===== src/rtl/ctrl_pkg.sv =====
// Shared types for the fetch/decode sequencer: microaddresses, RV32 opcodes and FSM states.
package ctrl_pkg;

  typedef enum logic [4:0] {
    UA_NOP   = 5'd0,  UA_ADD   = 5'd1,  UA_SUB   = 5'd2,  UA_SLT   = 5'd3,
    UA_SLTU  = 5'd4,  UA_XOR   = 5'd5,  UA_OR    = 5'd6,  UA_AND   = 5'd7,
    UA_SLL   = 5'd8,  UA_SRL   = 5'd9,  UA_SRA   = 5'd10, UA_ADDI  = 5'd11,
    UA_SLTI  = 5'd12, UA_SLTIU = 5'd13, UA_XORI  = 5'd14, UA_ORI   = 5'd15,
    UA_ANDI  = 5'd16, UA_SLLI  = 5'd17, UA_SRLI  = 5'd18, UA_SRAI  = 5'd19,
    UA_LOAD  = 5'd20, UA_STORE = 5'd21, UA_BR_NT = 5'd22, UA_BR_T  = 5'd23,
    UA_JALR  = 5'd24, UA_MUL   = 5'd25
  } uaddr_t;

  localparam logic [6:0] OP_R      = 7'b0110011;
  localparam logic [6:0] OP_IMM    = 7'b0010011;
  localparam logic [6:0] OP_LOAD   = 7'b0000011;
  localparam logic [6:0] OP_STORE  = 7'b0100011;
  localparam logic [6:0] OP_BRANCH = 7'b1100011;
  localparam logic [6:0] OP_JALR   = 7'b1100111;

  localparam logic [6:0] F7_BASE   = 7'b0000000;
  localparam logic [6:0] F7_ALT    = 7'b0100000;
  localparam logic [6:0] F7_MULDIV = 7'b0000001;

  typedef enum logic [2:0] {FETCH, DECODE, EXEC, MUL_WAIT, MEM_WAIT} seq_state_t;

endpackage


===== src/rtl/instr_decode_seq_if.sv =====
// Fetch, branch-compare, data-ready and controller-facing signals of the sequencer.
interface instr_decode_seq_if #(
  parameter int unsigned XLEN = 32
);
  logic            imemReq;
  logic            imemValid;
  logic [XLEN-1:0] imemRdata;
  logic            brEq;
  logic            brLt;
  logic            brLtu;
  logic            dmemReady;
  logic [4:0]      controlMemAddr;
  logic [XLEN-1:0] instrReg;
  logic            pcAdvance;
  logic            illegalInstr;
  logic            busy;

  modport master (
    output imemReq, controlMemAddr, instrReg, pcAdvance, illegalInstr, busy,
    input  imemValid, imemRdata, brEq, brLt, brLtu, dmemReady
  );

  modport slave (
    input  imemReq, controlMemAddr, instrReg, pcAdvance, illegalInstr, busy,
    output imemValid, imemRdata, brEq, brLt, brLtu, dmemReady
  );
endinterface


===== src/rtl/udecode_rom.sv =====
// Combinational RV32I(+M) decode to a controller microaddress.
// DECODE_MUL_EN adds the mul encoding; otherwise it decodes as illegal.
module udecode_rom
  import ctrl_pkg::*;
(
  input  logic [31:0] instr,
  output uaddr_t      uaddr,
  output logic        is_branch,
  output logic        is_mul,
  output logic        is_load,
  output logic        illegal
);

  logic [6:0] opcode;
  logic [2:0] funct3;
  logic [6:0] funct7;
  logic       unused_fields;

  assign opcode        = instr[6:0];
  assign funct3        = instr[14:12];
  assign funct7        = instr[31:25];
  assign unused_fields = ^{instr[24:15], instr[11:7]};

  always_comb begin
    uaddr = UA_NOP;
    case (opcode)
      OP_R: begin
        if (funct7 == F7_BASE) begin
          case (funct3)
            3'b000:  uaddr = UA_ADD;
            3'b001:  uaddr = UA_SLL;
            3'b010:  uaddr = UA_SLT;
            3'b011:  uaddr = UA_SLTU;
            3'b100:  uaddr = UA_XOR;
            3'b101:  uaddr = UA_SRL;
            3'b110:  uaddr = UA_OR;
            default: uaddr = UA_AND;
          endcase
        end else if (funct7 == F7_ALT) begin
          if (funct3 == 3'b000)      uaddr = UA_SUB;
          else if (funct3 == 3'b101) uaddr = UA_SRA;
        end
`ifdef DECODE_MUL_EN
        else if (funct7 == F7_MULDIV && funct3 == 3'b000) begin
          uaddr = UA_MUL;
        end
`endif
      end
      OP_IMM: begin
        case (funct3)
          3'b000:  uaddr = UA_ADDI;
          3'b010:  uaddr = UA_SLTI;
          3'b011:  uaddr = UA_SLTIU;
          3'b100:  uaddr = UA_XORI;
          3'b110:  uaddr = UA_ORI;
          3'b111:  uaddr = UA_ANDI;
          3'b001:  uaddr = (funct7 == F7_BASE) ? UA_SLLI : UA_NOP;
          default: uaddr = (funct7 == F7_BASE) ? UA_SRLI :
                           (funct7 == F7_ALT)  ? UA_SRAI : UA_NOP;
        endcase
      end
      OP_LOAD:   if (funct3 inside {3'b000, 3'b001, 3'b010, 3'b100, 3'b101}) uaddr = UA_LOAD;
      OP_STORE:  if (funct3 inside {3'b000, 3'b001, 3'b010}) uaddr = UA_STORE;
      // Branches decode as not-taken; the taken/not-taken choice is made in EXEC.
      OP_BRANCH: if (!(funct3 inside {3'b010, 3'b011})) uaddr = UA_BR_NT;
      OP_JALR:   if (funct3 == 3'b000) uaddr = UA_JALR;
      default:   uaddr = UA_NOP;
    endcase
  end

  assign illegal   = (uaddr == UA_NOP);
  assign is_branch = (uaddr == UA_BR_NT);
  assign is_mul    = (uaddr == UA_MUL);
  assign is_load   = (uaddr == UA_LOAD);

endmodule


===== src/rtl/instr_decode_seq.sv =====
// Fetch/decode sequencer feeding the microcoded controller one microaddress per step.
// DECODE_MUL_EN builds the MUL_WAIT state and its latency counter.
module instr_decode_seq
  import ctrl_pkg::*;
#(
  parameter int unsigned XLEN        = 32,
  parameter int unsigned MUL_LATENCY = 3
) (
  input  logic               clk,
  input  logic               rst_n,
  instr_decode_seq_if.master bus
);

  seq_state_t      state_q, state_d;
  logic [XLEN-1:0] instr_q;
  uaddr_t          uaddr_q;
  logic            branch_q;
  logic            illegal_q;
  logic            started_q;

  uaddr_t          dec_uaddr;
  logic            dec_branch, dec_mul, dec_load, dec_illegal;
  uaddr_t          ctrl_addr;
  logic            imem_req, pc_adv, taken;

  udecode_rom u_rom (
    .instr     (instr_q[31:0]),
    .uaddr     (dec_uaddr),
    .is_branch (dec_branch),
    .is_mul    (dec_mul),
    .is_load   (dec_load),
    .illegal   (dec_illegal)
  );

  always_comb begin
    case (instr_q[14:12])
      3'b000:  taken = bus.brEq;
      3'b001:  taken = !bus.brEq;
      3'b100:  taken = bus.brLt;
      3'b101:  taken = !bus.brLt;
      3'b110:  taken = bus.brLtu;
      3'b111:  taken = !bus.brLtu;
      default: taken = 1'b0;
    endcase
  end

`ifdef DECODE_MUL_EN
  localparam logic [3:0] MulWaitLast = 4'((MUL_LATENCY > 1) ? MUL_LATENCY - 2 : 0);
  logic [3:0] cnt_q, cnt_d;

  always_comb begin
    cnt_d = cnt_q;
    if (state_q == DECODE)                      cnt_d = MulWaitLast;
    else if (state_q == MUL_WAIT && cnt_q != 0) cnt_d = cnt_q - 4'd1;
  end

  always_ff @(posedge clk or negedge rst_n) begin
    if (!rst_n) cnt_q <= '0;
    else        cnt_q <= cnt_d;
  end
`endif

  always_comb begin
    state_d   = state_q;
    imem_req  = 1'b0;
    ctrl_addr = UA_NOP;
    pc_adv    = 1'b0;
    unique case (state_q)
      FETCH: begin
        // Held off until the first edge after reset release.
        imem_req = started_q;
        if (started_q && bus.imemValid) state_d = DECODE;
      end
      DECODE: begin
        if (dec_mul)       state_d = (MUL_LATENCY > 1) ? MUL_WAIT : EXEC;
        else if (dec_load) state_d = MEM_WAIT;
        else               state_d = EXEC;
      end
`ifdef DECODE_MUL_EN
      MUL_WAIT: if (cnt_q == 0) state_d = EXEC;
`endif
      MEM_WAIT: begin
        ctrl_addr = UA_LOAD;
        if (bus.dmemReady) begin
          pc_adv  = 1'b1;
          state_d = FETCH;
        end
      end
      EXEC: begin
        ctrl_addr = branch_q ? (taken ? UA_BR_T : UA_BR_NT) : uaddr_q;
        pc_adv    = 1'b1;
        state_d   = FETCH;
      end
      default: state_d = FETCH;
    endcase
  end

  always_ff @(posedge clk or negedge rst_n) begin
    if (!rst_n) begin
      state_q   <= FETCH;
      instr_q   <= '0;
      uaddr_q   <= UA_NOP;
      branch_q  <= 1'b0;
      illegal_q <= 1'b0;
      started_q <= 1'b0;
    end else begin
      state_q   <= state_d;
      started_q <= 1'b1;
      if (state_q == FETCH && started_q && bus.imemValid) instr_q <= bus.imemRdata;
      if (state_q == DECODE) begin
        uaddr_q   <= dec_uaddr;
        branch_q  <= dec_branch;
        illegal_q <= illegal_q | dec_illegal;
      end
    end
  end

  assign bus.imemReq        = imem_req;
  assign bus.controlMemAddr = ctrl_addr;
  assign bus.instrReg       = instr_q;
  assign bus.pcAdvance      = pc_adv;
  assign bus.illegalInstr   = illegal_q;
  assign bus.busy           = (state_q != FETCH);

endmodule


===== src/flat_wrapper.sv =====
// flat-port wrapper written by rule: the top's interface ports become plain ports
module instr_decode_seq_flat import ctrl_pkg::*;
#(
  parameter int unsigned XLEN        = 32,
  parameter int unsigned MUL_LATENCY = 3
)
  (clk, rst_n, bus_imemReq, bus_controlMemAddr, bus_instrReg, bus_pcAdvance, bus_illegalInstr, bus_busy, bus_imemValid, bus_imemRdata, bus_brEq, bus_brLt, bus_brLtu, bus_dmemReady);
  instr_decode_seq_if #(.XLEN(XLEN)) bus_i ();
  input  logic clk;
  input  logic rst_n;
  output wire logic [$bits(bus_i.imemReq)-1:0] bus_imemReq;
  output wire logic [$bits(bus_i.controlMemAddr)-1:0] bus_controlMemAddr;
  output wire logic [$bits(bus_i.instrReg)-1:0] bus_instrReg;
  output wire logic [$bits(bus_i.pcAdvance)-1:0] bus_pcAdvance;
  output wire logic [$bits(bus_i.illegalInstr)-1:0] bus_illegalInstr;
  output wire logic [$bits(bus_i.busy)-1:0] bus_busy;
  input wire logic [$bits(bus_i.imemValid)-1:0] bus_imemValid;
  input wire logic [$bits(bus_i.imemRdata)-1:0] bus_imemRdata;
  input wire logic [$bits(bus_i.brEq)-1:0] bus_brEq;
  input wire logic [$bits(bus_i.brLt)-1:0] bus_brLt;
  input wire logic [$bits(bus_i.brLtu)-1:0] bus_brLtu;
  input wire logic [$bits(bus_i.dmemReady)-1:0] bus_dmemReady;
  assign bus_imemReq = bus_i.imemReq;
  assign bus_controlMemAddr = bus_i.controlMemAddr;
  assign bus_instrReg = bus_i.instrReg;
  assign bus_pcAdvance = bus_i.pcAdvance;
  assign bus_illegalInstr = bus_i.illegalInstr;
  assign bus_busy = bus_i.busy;
  assign bus_i.imemValid = bus_imemValid;
  assign bus_i.imemRdata = bus_imemRdata;
  assign bus_i.brEq = bus_brEq;
  assign bus_i.brLt = bus_brLt;
  assign bus_i.brLtu = bus_brLtu;
  assign bus_i.dmemReady = bus_dmemReady;
  instr_decode_seq #(.XLEN(XLEN), .MUL_LATENCY(MUL_LATENCY)) u_core (.clk(clk), .rst_n(rst_n), .bus(bus_i));
endmodule

===== config.mk =====
export PLATFORM = sky130hd
export DESIGN_NAME = instr_decode_seq_flat
export DESIGN_NICKNAME = d
export VERILOG_FILES = /design/src/rtl/ctrl_pkg.sv /design/src/rtl/instr_decode_seq_if.sv /design/src/rtl/udecode_rom.sv /design/src/rtl/instr_decode_seq.sv /design/src/flat_wrapper.sv
export SDC_FILE = /design/constraint.sdc
export NUM_CORES = 1
export LEC_CHECK = 0
export BUFFER_PORTS_ARGS = -buffer_cell sky130_fd_sc_hd__buf_2
export CAP_MARGIN = 20
export CORE_ASPECT_RATIO = 1.5
export CORE_UTILIZATION = 45
export DETAILED_ROUTE_END_ITERATION = 8
export GPL_TIMING_DRIVEN = 0
export PLACE_DENSITY = 0.81
export SYNTH_ARGS = -nofsm -noshare
export SYNTH_HDL_FRONTEND = slang
export SYNTH_HIERARCHICAL = 1
export SYNTH_SLANG_ARGS = --single-unit
export TNS_END_PERCENT = 30

===== constraint.sdc =====
create_clock -name clk -period 3 [get_ports clk]
set_clock_uncertainty 0.2 [all_clocks]
set_input_delay 0.6 -clock clk [delete_from_list [all_inputs] [get_ports clk]]
set_output_delay 0.6 -clock clk [all_outputs]
set_load 0.02 [all_outputs]

# --- After elaboration in Yosys (flattened, before gate mapping) ---
# Cells that the tools add are included.
totals:
  reg_bits: 43
  output_inout_bits: 41
  input_bits: 39
classes:
  bitwise_logic: 1
  reduce_logical: 15
  muxes: 26
  n_eq_ne: 22
ops:
  columns: ["operator", "count"]
  rows:
  - ["two-way mux 5 bit", 9]
  - ["case mux 5 bit (7 select lines)", 1]
  - ["case mux 5 bit (6 select lines)", 1]
  - ["case mux 4 bit (7 select lines)", 1]
  - ["equality test 7 x 6 -> 1 bit, second input constant", 3]
  - ["equality test 3 bit, second input constant", 5]
  - ["equality test 5 bit, second input constant", 3]
  - ["equality test 7 bit, second input constant", 2]
  - ["two-way mux 3 bit", 4]
  - ["two-way mux 4 bit", 3]
  - ["case mux 5 bit (2 select lines)", 1]
  - ["equality test 3 x 2 -> 1 bit, second input constant", 3]
  - ["case mux 3 bit (3 select lines)", 1]
  - ["equality test 7 x 2 -> 1 bit, second input constant", 1]
  - ["equality test 7 x 5 -> 1 bit, second input constant", 1]
  - ["logical NOT 7 bit", 1]
  - ["equality test 3 x 1 -> 1 bit, second input constant", 2]
  - ["logical NOT 3 bit", 2]
  - ["case mux 1 bit (6 select lines)", 1]
  - ["nonzero test 3 bit", 2]
  - ["logical NOT 5 bit", 1]
  - ["nonzero test 5 bit", 1]
  - ["logical AND 1 bit", 3]
  - ["logical NOT 1 bit", 3]
  - ["other kinds (7)", 9]

# --- Logic depth before layout (Yosys ltp) ---
# Gate-level depths: netlist (run 1).
depth:
  ltp_word: 10
  mapped_depth: 8
  depth_no_buf: 6

# --- Hierarchy ---
# The synthesis (run 1) kept the hierarchy.
modules_own_cells:
  columns: ["module", "area_per_inst_um2", "cells_each", "n_inst"]
  rows:
  - ["instr_decode_seq", 1924.3, 122, 1]
  - ["udecode_rom", 462.9, 71, 1]

# --- Least setup slack after synthesis (run 1) ---
# Ideal clock, no wire load.
synth_timing:
  kind: "register to register"
  startpoint: "register u_core.instr_q[26] (netlist: u_core/bus.instrReg[26])"
  endpoint: "register u_core.illegal_q (netlist: u_core/bus.illegalInstr)"
  path_stages_with_launch: 7
  slack_ns: 0.665
  t_required_ns: 2.682
  arrival_time_ns: 2.017
  setup_time_ns: 0.118
  path_cell_list: "dfrtp_1 or4_4 or4_4 a221o_1 o211ai_2 nor4_1 a21o_1"
synth_between:
  elab_chain_len: 7
  elab_cells_between_ends: 11
synth_rtl:
  columns: ["element", "line", "text"]
  rows:
  - ["start, declared", "instr_decode_seq.sv:15", "logic [XLEN-1:0] instr_q;"]
  - ["start signal, assigned", "instr_decode_seq.sv:109", "if (state_q == FETCH && started_q && bus.imemValid) instr_q <= bus.imemRdata;"]
  - ["equality test 7 x 6 -> 1 bit", "udecode_rom.sv:39, udecode_rom.sv:59", null]
  - ["two-way mux 5 bit", "udecode_rom.sv:59", "(funct7 == F7_ALT) ? UA_SRAI : UA_NOP;"]
  - ["two-way mux 5 bit", "udecode_rom.sv:58", "default: uaddr = (funct7 == F7_BASE) ? UA_SRLI :"]
  - ["case mux 5 bit (7 select lines)", "udecode_rom.sv:50", "case (funct3)"]
  - ["case mux 5 bit (6 select lines) *", "udecode_rom.sv:26", "case (opcode)"]
  - ["logical NOT 5 bit *", "udecode_rom.sv:71", "assign illegal = (uaddr == UA_NOP);"]
  - ["via u_core.dec_illegal", "instr_decode_seq.sv:22", "logic dec_branch, dec_mul, dec_load, dec_illegal;"]
  - ["OR 1 bit *", "instr_decode_seq.sv:113", "illegal_q <= illegal_q | dec_illegal;"]
  - ["end signal, assigned", "instr_decode_seq.sv:113", null]
  - ["end, declared", "instr_decode_seq.sv:18", "logic illegal_q;"]
# The timed path passes the listed nets; every way through them passes the cells marked *.
# A chain may end at the register's enable or synchronous reset.

# --- Final worst setup path (run 1) ---
layout_timing:
  startpoint: "register u_core.instr_q[14] (netlist: u_core/bus.instrReg[14])"
  endpoint: "output bus_controlMemAddr[0]"
layout_between:
  elab_chain_len: 5
  elab_cells_between_ends: 10
layout_rtl:
  columns: ["element", "line", "text"]
  rows:
  - ["equality test 3 bit, or another cell as far along", "instr_decode_seq.sv:36", "case (instr_q[14:12])"]
  - ["case mux 1 bit (6 select lines) *", "instr_decode_seq.sv:36", null]
  - ["two-way mux 1 bit *", "instr_decode_seq.sv:90", "ctrl_addr = branch_q ? (taken ? UA_BR_T : UA_BR_NT) : uaddr_q;"]
  - ["two-way mux 5 bit *", "instr_decode_seq.sv:90", null]
  - ["case mux 5 bit (2 select lines) *", "instr_decode_seq.sv:68", "unique case (state_q)"]
  - ["end, declared", "flat_wrapper.sv:12", "output wire logic [$bits(bus_i.controlMemAddr)-1:0] bus_controlMemAddr;"]
# Mark *: on every way between the ends. The rest lies on a longest branch, timed or not.

==> impl_metrics.tcl, run 1 <==
set metrics [dict create \
    fin_cells 348 \
    clk_latency_ps 290 \
    num_antenna_cells 0 \
    yosys_warnings 6 \
    outcome "finished, final reports clean" \
    setup_viol 0 \
    dp_hpwl_um 3740 \
    die_h_um 91.2 \
    path_max_fanout 5 \
    relSlewSlack_pct 38.6 \
    critPathTopFamily "flip-flops" \
    overflow 0 \
    layout_min_cycle_time_ps 2460 \
    ir_drop_v 0.000506 \
    cts_setup_buffers 0 \
    rr_worst_depth 6 \
    power.clock.fraction_pct 21.6 \
    cts-resized-gates 0 \
    power.share.sequential_pct 37.7 \
    via_count 1807 \
    r2r-start "u_core/bus.instrReg[25]$_DFFE_PN0P_" \
    power.density_nw_per_um2 804 \
    dp_cells 340 \
    synth_area_um2 2390 \
    arrival_ps 1660 \
    grt_use_total_pct 19.1 \
    grt_max_degree 44 \
    io_buffers 79 \
    rows 32 \
    p_sw_share_pct 36.7 \
    ys.flop_type "dfrtp_1" \
    async_flop_share_pct 100 \
    gp_congestion 0.859 \
    cp_num_buf_inv 1 \
    worst_slew_pin_slew_ps 921 \
    antenna_found_initial 0 \
    drv_cap 0 \
    critical_path_class "flop to output pin" \
    max_stage_delay_ps 440 \
    place_area_um2 2870 \
    fin_setup_tns_ps 0 \
    holdWs_ps 238 \
    hold_buffers 0 \
    leakagePower_nw 1.43 \
    reg2reg_to "u_core/bus.illegalInstr$_DFFE_PN0N_" \
    drc 0 \
    start_util_pct 46.6 \
    post-route-period-util_pct 82.0 \
    synth_cells 193 \
    drive_above_1_share_pct 49.6 \
    drt_iter0_markers 80 \
    totalWireLength_um 5030 \
    synth_seq_area_share_pct 45.1 \
    rsz0062_at_grt "no" \
    hold_class "input pin to asynchronous set/reset pin" \
    grt_pass1_vias 1763 \
    synth_cell_types 51 \
    drt.antenna.violating_nets 0 \
    avgSynthCellArea_um2 12.4 \
    pwr-share-comb_pct 40.7 \
    numClockSinks 43 \
    synth-edff-count 0 \
    die-area_um2 5610 \
    reg2reg_slack_ps 660 \
    fp.coreArea_um2 5120 \
    cts_tree "yes" \
    p_sw_uw 886 \
    path_cells "mux2_2 > o31a_1 > a21oi_1 > buf_2" \
    grt_first_pass_wirelength_um 8140 \
    hold_viol_final 0 \
    crit_required_ps 2200 \
    slowest_stage "dfrtp_1" \
    wire_per_inst_um 14.5 \
    final_util_pct 58.5 \
    fp.dieW_um 61.5 \
    h-tree-depth 2 \
    io_pins 80 \
    slew_viol_final 0 \
    cts_max_path_buffers 2 \
    cts_buffers 5 \
    detail_route.vias_per_cell 5.19 \
    firstDrtPassIters 4 \
    root_buffer "clkbuf_8" \
    nNetsFinal 318 \
    ys_seq_elements 43 \
    start_kind "flop" \
    critPathCaptureType "output pin" \
    syn_nets 232 \
    fmax_ghz 0.407 \
    fillers 476 \
    path_clk_slew_ps 80 \
    area_delta_synth_final_pct 25.7 \
    stdcell_area_um2 3000 \
    p_int_mw 1.53 \
]
-- flip-flops by register name, indices dropped and copies added, names as in the netlist --
signal                   cells
u_core/state_q               3
u_core/uaddr_q               5
u_core/branch_q              1
u_core/started_q             1
u_core/bus.instrReg         32
u_core/bus.illegalInstr      1
-- metal layers --
metal,share of wire (%),track usage [%],vias up
met5,0,0,-
met4,1.4,6.11,0
met3,4.8,3.28,8
met2,52,32.2,64
met1,42,24.2,863
li1,-,-,872
-- logic make-up after synthesis --
logic type | synth area share, %
DFF | 45.1
xor gates and xnor gates | 0.367
and+or+nand+nor | 14.6
buffers and inverters | 4.72
muxes | 23.6
AOI/OAI and AO/OA | 11.4
other | 0.315
-- power by group through the flow --
| stage | Sequential, mW | Combinational [mW] | Clock [mW] |
|---|---|---|---|
| 2_1_floorplan | 1.06 | 0.523 | 0 |
| 3_3_place_gp | 0.911 | 0.957 | 0 |
| 3_5_place_dp | 0.921 | 0.978 | 0 |
| 4_1_cts | 0.912 | 0.982 | 0.537 |
| 5_1_grt | 0.937 | 1.04 | 0.562 |
| 6_report | 0.909 | 0.982 | 0.522 |
-- cells in the mapped netlist, drive strengths merged (4+ instances only) --
master / count / area share [%]
o21ai: 8 / 1.7
nand2: 5 / 0.79
nor2: 10 / 2.3
a21oi: 8 / 1.7
nand2b: 6 / 1.6
mux2: 40 / 24
clkbuf: 5 / 0.79
inv: 6 / 0.94
buf: 6 / 3.0
dfrtp: 43 / 45
nor3b: 6 / 2.1
nor4: 4 / 1.0
-- worst register-to-register path, delay by kind of cell, from the launching register on --
family / cells / cell delay (ps)
AO/OA/AOI/OAI: 3 / 560
flip-flops: 1 / 410
AND/OR/NAND/NOR: 3 / 1070
-- placed cells by master (no fill, tap or decap), types with 3 or more instances in the layout --
cell type  count
mux2_2        10
clkbuf_1       6
a21oi_1        8
dfrtp_1       43
mux2_4        30
nor3_1         3
nand2_1        5
nor3b_1        5
clkbuf_8       5
buf_8          3
inv_1          6
o21ai_1        4
nand2b_1       6
o21ai_0        4
nor2b_1        3
nor2_1         9
buf_2         79
nor4_1         4
nand3b_1       3
-- metrics by stage --
step,total power [mW],setup WS [ps]
floorplan,1.59,665
global placement,1.87,690
detailed placement,1.90,666
CTS,2.43,525
global route,2.54,409
finish,2.41,541
-- cell type report --
| class | count | area, um^2 | area share, % |
|---|---|---|---|
| timing repair buffer | 79 | 395 | 13.2 |
| buffer | 11 | 90.1 | 3.00 |
| multi-input combinational | 133 | 1200 | 39.9 |
| clock inverter | 2 | 60.1 | 2.00 |
| tap | 68 | 85.1 | 2.84 |
| sequential | 43 | 1080 | 35.9 |
| clock buffer | 6 | 72.6 | 2.42 |
| inverter | 6 | 22.5 | 0.751 |
-- worst max path at each step --
stage,endpoint,slack (ps),startpoint,cells after the start
global placement,u_core/bus.illegalInstr$_DFFE_PN0N_,690,u_core/bus.instrReg[26]$_DFFE_PN0P_,6
CTS,bus_controlMemAddr[0],520,u_core/bus.instrReg[14]$_DFFE_PN0P_,4
detailed placement,u_core/bus.illegalInstr$_DFFE_PN0N_,670,u_core/bus.instrReg[26]$_DFFE_PN0P_,6
global route,bus_controlMemAddr[0],410,u_core/state_q[1]$_DFFE_PN0P_,4
finish,bus_controlMemAddr[0],540,u_core/bus.instrReg[14]$_DFFE_PN0P_,4
floorplan,u_core/bus.illegalInstr$_DFFE_PN0N_,660,u_core/bus.instrReg[26]$_DFFE_PN0P_,6
(Power assumes the default switching activity.)
==> run 2, diff against run 1 <==
Settings changed: PLACE_DENSITY 0.81 to 0.83.
Clock period 3 ns to 2.18 ns, I/O delays scaled along.
==> run 2 against run 1 <==
Compared with the run above:
- the run now ends with negative setup slack left
- final cell count rose by 0.86%
- clock-buffer cell count shrank 1
- sequential share of layout area shrank 0.48 points
- via count increased by 3.3%
- setup slack worse by 660 ps
- critical path depth increased by 2
- first-iteration DRC count is 13% lower
- clock power increased by 18%
- register-to-register slack lost 780 ps
- routed wire length down 0.64%
- critical endpoint is now u_core/bus.illegalInstr$_DFFE_PN0N_
- largest power group unchanged
==> impl_metrics.tcl, run 2 (synthesis results as in run 1) <==
set metrics [dict create \
    outcome "finished, violations left" \
    violations "negative setup slack" \
    drv_cap 0 \
    post-route-period-util_pct 106 \
    worst_slew_pin_slew_ps 940 \
    path_clk_slew_ps 80 \
    critical_path_class "flop to flop" \
    numClockSinks 43 \
    setup_ws_ps -123 \
    path_max_fanout 4 \
    grt_use_met1_pct 22.8 \
    io_pins 80 \
    cts_tree "yes" \
    hold_viol_final 0 \
    finalPower_mw 3.26 \
    gp_congestion 0.923 \
    drt_iter0_markers 70 \
    power.density_nw_per_um2 1070 \
    place_area_um2 2870 \
    cts_max_path_buffers 2 \
    drive_above_1_share_pct 54.8 \
    fin_setup_tns_ps -162 \
    relSlewSlack_pct 37.3 \
    root_buffer "clkbuf_8" \
    stdcell_area_um2 3050 \
    final_common_cell "buf_2" \
    cts_buffers 5 \
    met3_usage_pct 3.13 \
    wire_per_inst_um 14.3 \
    dp_hpwl_um 3690 \
    critPathCaptureType "flop" \
    detail_route.vias_per_cell 5.32 \
    die-area_um2 5610 \
    rows 32 \
    antenna_found_initial 0 \
    fmax_ghz 0.434 \
    grt_use_total_pct 18.7 \
    crit_end "u_core/bus.illegalInstr$_DFFE_PN0N_" \
    reg2reg_slack_ps -120 \
    drt.antenna.violating_nets 0 \
    largest_register_ffs 32 \
    rr_worst_depth 6 \
    grt_use_met2_pct 32.4 \
    hold_buffers 0 \
    fp.dieW_um 61.5 \
    start_util_pct 46.6 \
    via_count 1866 \
    holdWs_ps 71.8 \
    crit_path_start "u_core/bus.instrReg[27]$_DFFE_PN0P_" \
    dp_cells 340 \
    totalWireLength_um 5000 \
    grt_max_degree 44 \
    layout_min_cycle_time_ps 2300 \
    reg2reg_to "u_core/bus.illegalInstr$_DFFE_PN0N_" \
    grt_pass1_vias 1789 \
    ir_drop_v 0.000740 \
    arrival_ps 2290 \
    h-tree-depth 2 \
    nNetsFinal 321 \
    setup_viol 3 \
    drc 0 \
    crit_required_ps 2170 \
    num_antenna_cells 0 \
    io_buffers 79 \
    gr-max-usage-layer "met2" \
    r2r-start "u_core/bus.instrReg[27]$_DFFE_PN0P_" \
    start_kind "flop" \
    area_delta_synth_final_pct 27.8 \
    clk_latency_ps 290 \
    slew_viol_final 0 \
    leakagePower_nw 1.46 \
    fp.coreArea_um2 5120 \
    die_h_um 91.2 \
    hold_class "input pin to asynchronous set/reset pin" \
    overflow 0 \
    fin_cells 351 \
    grt_first_pass_wirelength_um 8000 \
    rsz0062_at_grt "yes" \
    firstDrtPassIters 6 \
    final_cell_mix "buf_2 (77), dfrtp_1 (40), mux2_4 (33)" \
]
==> run 2: changes by cell type in the layout (fill, tap and decap cells not counted), sizes merged <==
cell,previous run,this run
clkbuf,11,10
clkinv,0,2
bufinv,2,1
buf,85,88
==> run 2: final cells by class <==
type / count / area, um^2
fill: 472 / 2070
multi-input combinational: 133 / 1230
sequential: 43 / 1080
timing repair buffer: 82 / 427
buffer: 11 / 95.1
tap: 68 / 85.1
clock buffer: 5 / 68.8
clock inverter: 3 / 43.8
inverter: 6 / 22.5
==> run 2: what timing repair did <==
| action | 4_1_cts | 5_1_grt |
|---|---|---|
| resized for setup | 2 | 19 |
| hold endpoints to repair | 0 | 0 |
| endpoints found under the setup margin | 4 | 10 |
| cloned | 0 | 0 |
| pin swaps | 3 | 3 |
| setup buffers | 3 | 0 |
==> run 2: worst max-delay path, stage by stage, from the launching register on <==
cell      delay, ps
dfrtp_1         380
or4_4           550
or4_4           440
a221o_1         340
o211ai_2         70
nor4_1           60
a21o_1          160
==> run 2: worst min-delay path by stage <==
stage                                             start                             endpoint  slack (ps)
finish                                            rst_n          u_core/branch_q$_DFFE_PN0N_          70
global route                                      rst_n   u_core/bus.instrReg[3]$_DFFE_PN0P_         160
CTS                                               rst_n  u_core/bus.instrReg[12]$_DFFE_PN0P_         120
detailed placement  u_core/bus.illegalInstr$_DFFE_PN0N_  u_core/bus.illegalInstr$_DFFE_PN0N_         240
global placement    u_core/bus.illegalInstr$_DFFE_PN0N_  u_core/bus.illegalInstr$_DFFE_PN0N_         240
floorplan                                         rst_n          u_core/branch_q$_DFFE_PN0N_         -60
==> run 2: report_power, final <==
group | leakage, nW | total (mW) | switching (mW) | internal, mW
registers | 0.516 | 1.25 | 0.236 | 1.01
logic | 0.886 | 1.40 | 0.726 | 0.672
clock network | 0.0581 | 0.615 | 0.274 | 0.341
==> run 2: metrics by stage <==
stage               worst slack (ps)  util [%]
floorplan                       -136         -
CTS                             -154      58.8
global placement                -153      56.0
detailed placement              -164      56.0
finish                          -123      59.5
global route                    -199      59.5
==> run 2: layer usage <==
layer,routed length (um),vias up
met4,79,0
met1,2140,914
met5,0,-
li1,-,890
met2,2590,55
met3,193,7
==> run 3, diff against run 2 <==
Settings changed: ABC_AREA set to 1, CELL_PAD_IN_SITES_DETAIL_PLACEMENT set to 1, CELL_PAD_IN_SITES_GLOBAL_PLACEMENT set to 1, CORE_UTILIZATION 45 to 32.
==> run 3 against run 2 <==
Compared with the run above:
- the flow now finishes without violations
- synthesized cell count increased by 72%
- sequential cell count stayed put
- non-clock buffer count is 1 higher
- global-route usage shrank 0.31 points
- critical path type is now flop to output pin
- largest cell class unchanged
- highest routed layer unchanged
==> impl_metrics.tcl, run 3 <==
set metrics [dict create \
    outcome "finished, final reports clean" \
    synth_area_um2 2390 \
    yosysTopAreaCellShare_pct 45.0 \
    place_area_um2 2910 \
    antenna_found_initial 0 \
    syn_nets 370 \
    overflow 0 \
    ys_seq_elements 43 \
    die-area_um2 7840 \
    layout_min_cycle_time_ps 2080 \
    fmax_ghz 0.480 \
    ys.flop_type "dfrtp_1" \
    rsz0062_at_grt "no" \
    stdcell_area_um2 3050 \
    num_antenna_cells 0 \
    numClockSinks 43 \
    async_flop_share_pct 100 \
    worstHoldPathCells 2 \
    cts_setup_buffers 0 \
    dr_wl_met2_um 3560 \
    wire_per_inst_um 12.6 \
    arrival_ps 1450 \
    drive_above_1_share_pct 29.5 \
    path_max_fanout 6 \
    yosys.area.top_type "dfrtp_1" \
    synth-edff-count 0 \
    path_cells "inv_2 > nand3_2 > o21bai_1 > a21oi_1 > buf_2" \
    wl_met3_um 223 \
    fin_setup_tns_ps 0 \
    io_pins 80 \
    totalWireLength_um 6530 \
    synth_area_leaders "dfrtp_1 (45%), nand2_1 (20%), nand3_1 (9.6%)" \
    place_ws_ps 204 \
    synth.cells.most_frequent "nand2_1 (126), nand3_1 (46), dfrtp_1 (43), inv_1 (29), nor2_1 (28)" \
    power.density_nw_per_um2 1380 \
    fp.coreArea_um2 7230 \
    start_util_pct 33.1 \
    rows 38 \
    slowest_stage "dfrtp_1" \
    ff_latch_area_um2 1080 \
    path_clk_slew_ps 90 \
    wirelength_met1_um 2620 \
    firstDrtPassIters 4 \
    cts_max_path_buffers 2 \
    final_cell_mix "nand2_1 (126), buf_2 (82), nand3_1 (45)" \
    multi_input_area_um2 1080 \
    grt_use_total_pct 18.4 \
    hold_viol_final 0 \
    critPathCaptureType "output pin" \
    setup_viol 0 \
    area_delta_synth_final_pct 27.2 \
    grt_max_degree 44 \
    fp.dieW_um 72.6 \
    h-tree-depth 2 \
    crit_required_ps 1540 \
    root_buffer "clkbuf_8" \
    avgSynthCellArea_um2 7.23 \
    die_h_um 108 \
    grt_pass1_vias 2532 \
    slew_viol_final 0 \
    dp_cells 510 \
    dp_hpwl_um 5170 \
    fillers 989 \
    post-route-period-util_pct 95.6 \
    rr_worst_depth 11 \
    io_buffers 79 \
    cts_buffers 5 \
    drt_iter0_markers 58 \
    yosys_warnings 6 \
    grt_first_pass_wirelength_um 11200 \
    setup_ws_ps 95.3 \
    cts_tree "yes" \
    synth_cells 331 \
    critical_path_class "flop to output pin" \
    synth_seq_area_share_pct 45.0 \
    max_stage_delay_ps 430 \
    drc 0 \
    start_kind "flop" \
    via_count 2337 \
    drv_cap 0 \
    synth_cell_types 28 \
    ir_drop_v 0.000722 \
    drt.antenna.violating_nets 0 \
    leakagePower_nw 1.79 \
    gp_congestion 0.811 \
    final_common_cell "nand2_1" \
    detail_route.vias_per_cell 4.49 \
    holdWs_ps 159 \
    top_layer "met4" \
    fin_cells 520 \
    largest_register_ffs 32 \
    nNetsFinal 458 \
    hold_class "input pin to flop" \
    clk_latency_ps 290 \
    yosysMostFrequentCell "nand2_1" \
]
-- run 3: cell types whose count changed in the layout (fill, tap and decap cells not counted), moves of 5 or more --
cell      change
buf_2         +5
inv_1        +22
inv_2         +6
mux2_2        -7
mux2_4       -33
nand2_1     +121
nand2b_1      -6
nand3_1      +44
nor2_1       +20
-- run 3: what timing repair did --
item | in CTS | in global routing
cloned | 0 | 0
endpoints found under the hold margin | 0 | 9
hold buffers | 0 | 1
endpoints found under the setup margin | 1 | 1
gates resized for setup | 1 | 2
-- run 3: report_power, final --
group | total (mW) | internal, mW | switching [mW]
clock network | 0.525 | 0.260 | 0.266
registers | 1.42 | 1.13 | 0.293
logic | 2.25 | 0.750 | 1.50
total | 4.20 | 2.14 | 2.05
-- run 3: logic make-up (layout without fill, tap and decap cells) --
family	count (synthesis)	in the layout	share of synthesized area [%]
compound gates	19	19	4.71
other cells	2	2	0.314
buf+inv	48	137	9.93
flops	43	43	45.0
simple gates	219	219	40.1
-- run 3: path summary, 6_finish.rpt --
path	start	end	slack (ps)
min in group asynchronous	rst_n	u_core/bus.instrReg[16]$_DFFE_PN0P_	340
max reg2reg	u_core/bus.instrReg[29]$_DFFE_PN0P_	u_core/bus.illegalInstr$_DFFE_PN0N_	220
max in group asynchronous	rst_n	u_core/uaddr_q[4]$_DFFE_PN0N_	970
min	bus_dmemReady	u_core/state_q[2]$_DFFE_PN0P_	160
min reg2reg	u_core/bus.illegalInstr$_DFFE_PN0N_	u_core/bus.illegalInstr$_DFFE_PN0N_	250
max	u_core/state_q[2]$_DFFE_PN0P_	bus_controlMemAddr[0]	100
-- run 3: metal layers --
| metal | vias to the layer above | GRT usage [%] |
|---|---|---|
| li1 | 1199 | - |
| met1 | 1085 | 20.9 |
| met2 | 45 | 34.0 |
| met3 | 8 | 2.90 |
| met4 | 0 | 6.72 |
| met5 | - | 0 |
-- run 3: through the flow --
stage / utilization, % / power [mW]
after floorplan: - / 2.95
after global placement: 40.3 / 3.62
after detailed placement: 40.3 / 3.70
after CTS: 41.7 / 4.25
after global routing: 42.1 / 4.58
final: 42.1 / 4.20
-- run 3: final cells by class --
class                      count  area share, %
buffer                        13           3.41
clock buffer                   7           2.83
clock inverter                 1          0.288
inverter                      35           4.40
multi-input combinational    240           35.6
sequential                    43           35.4
tap                          100           4.11
timing repair buffer          81           14.0
-- run 3: worst max-delay path, delay by kind of cell, from the launching register on --
family                 cells  cell delay (ps)
DFF                        1              430
AOI/OAI and AO/OA          2              310
and+or+nand+nor            1              130
buffers and inverters      2              290
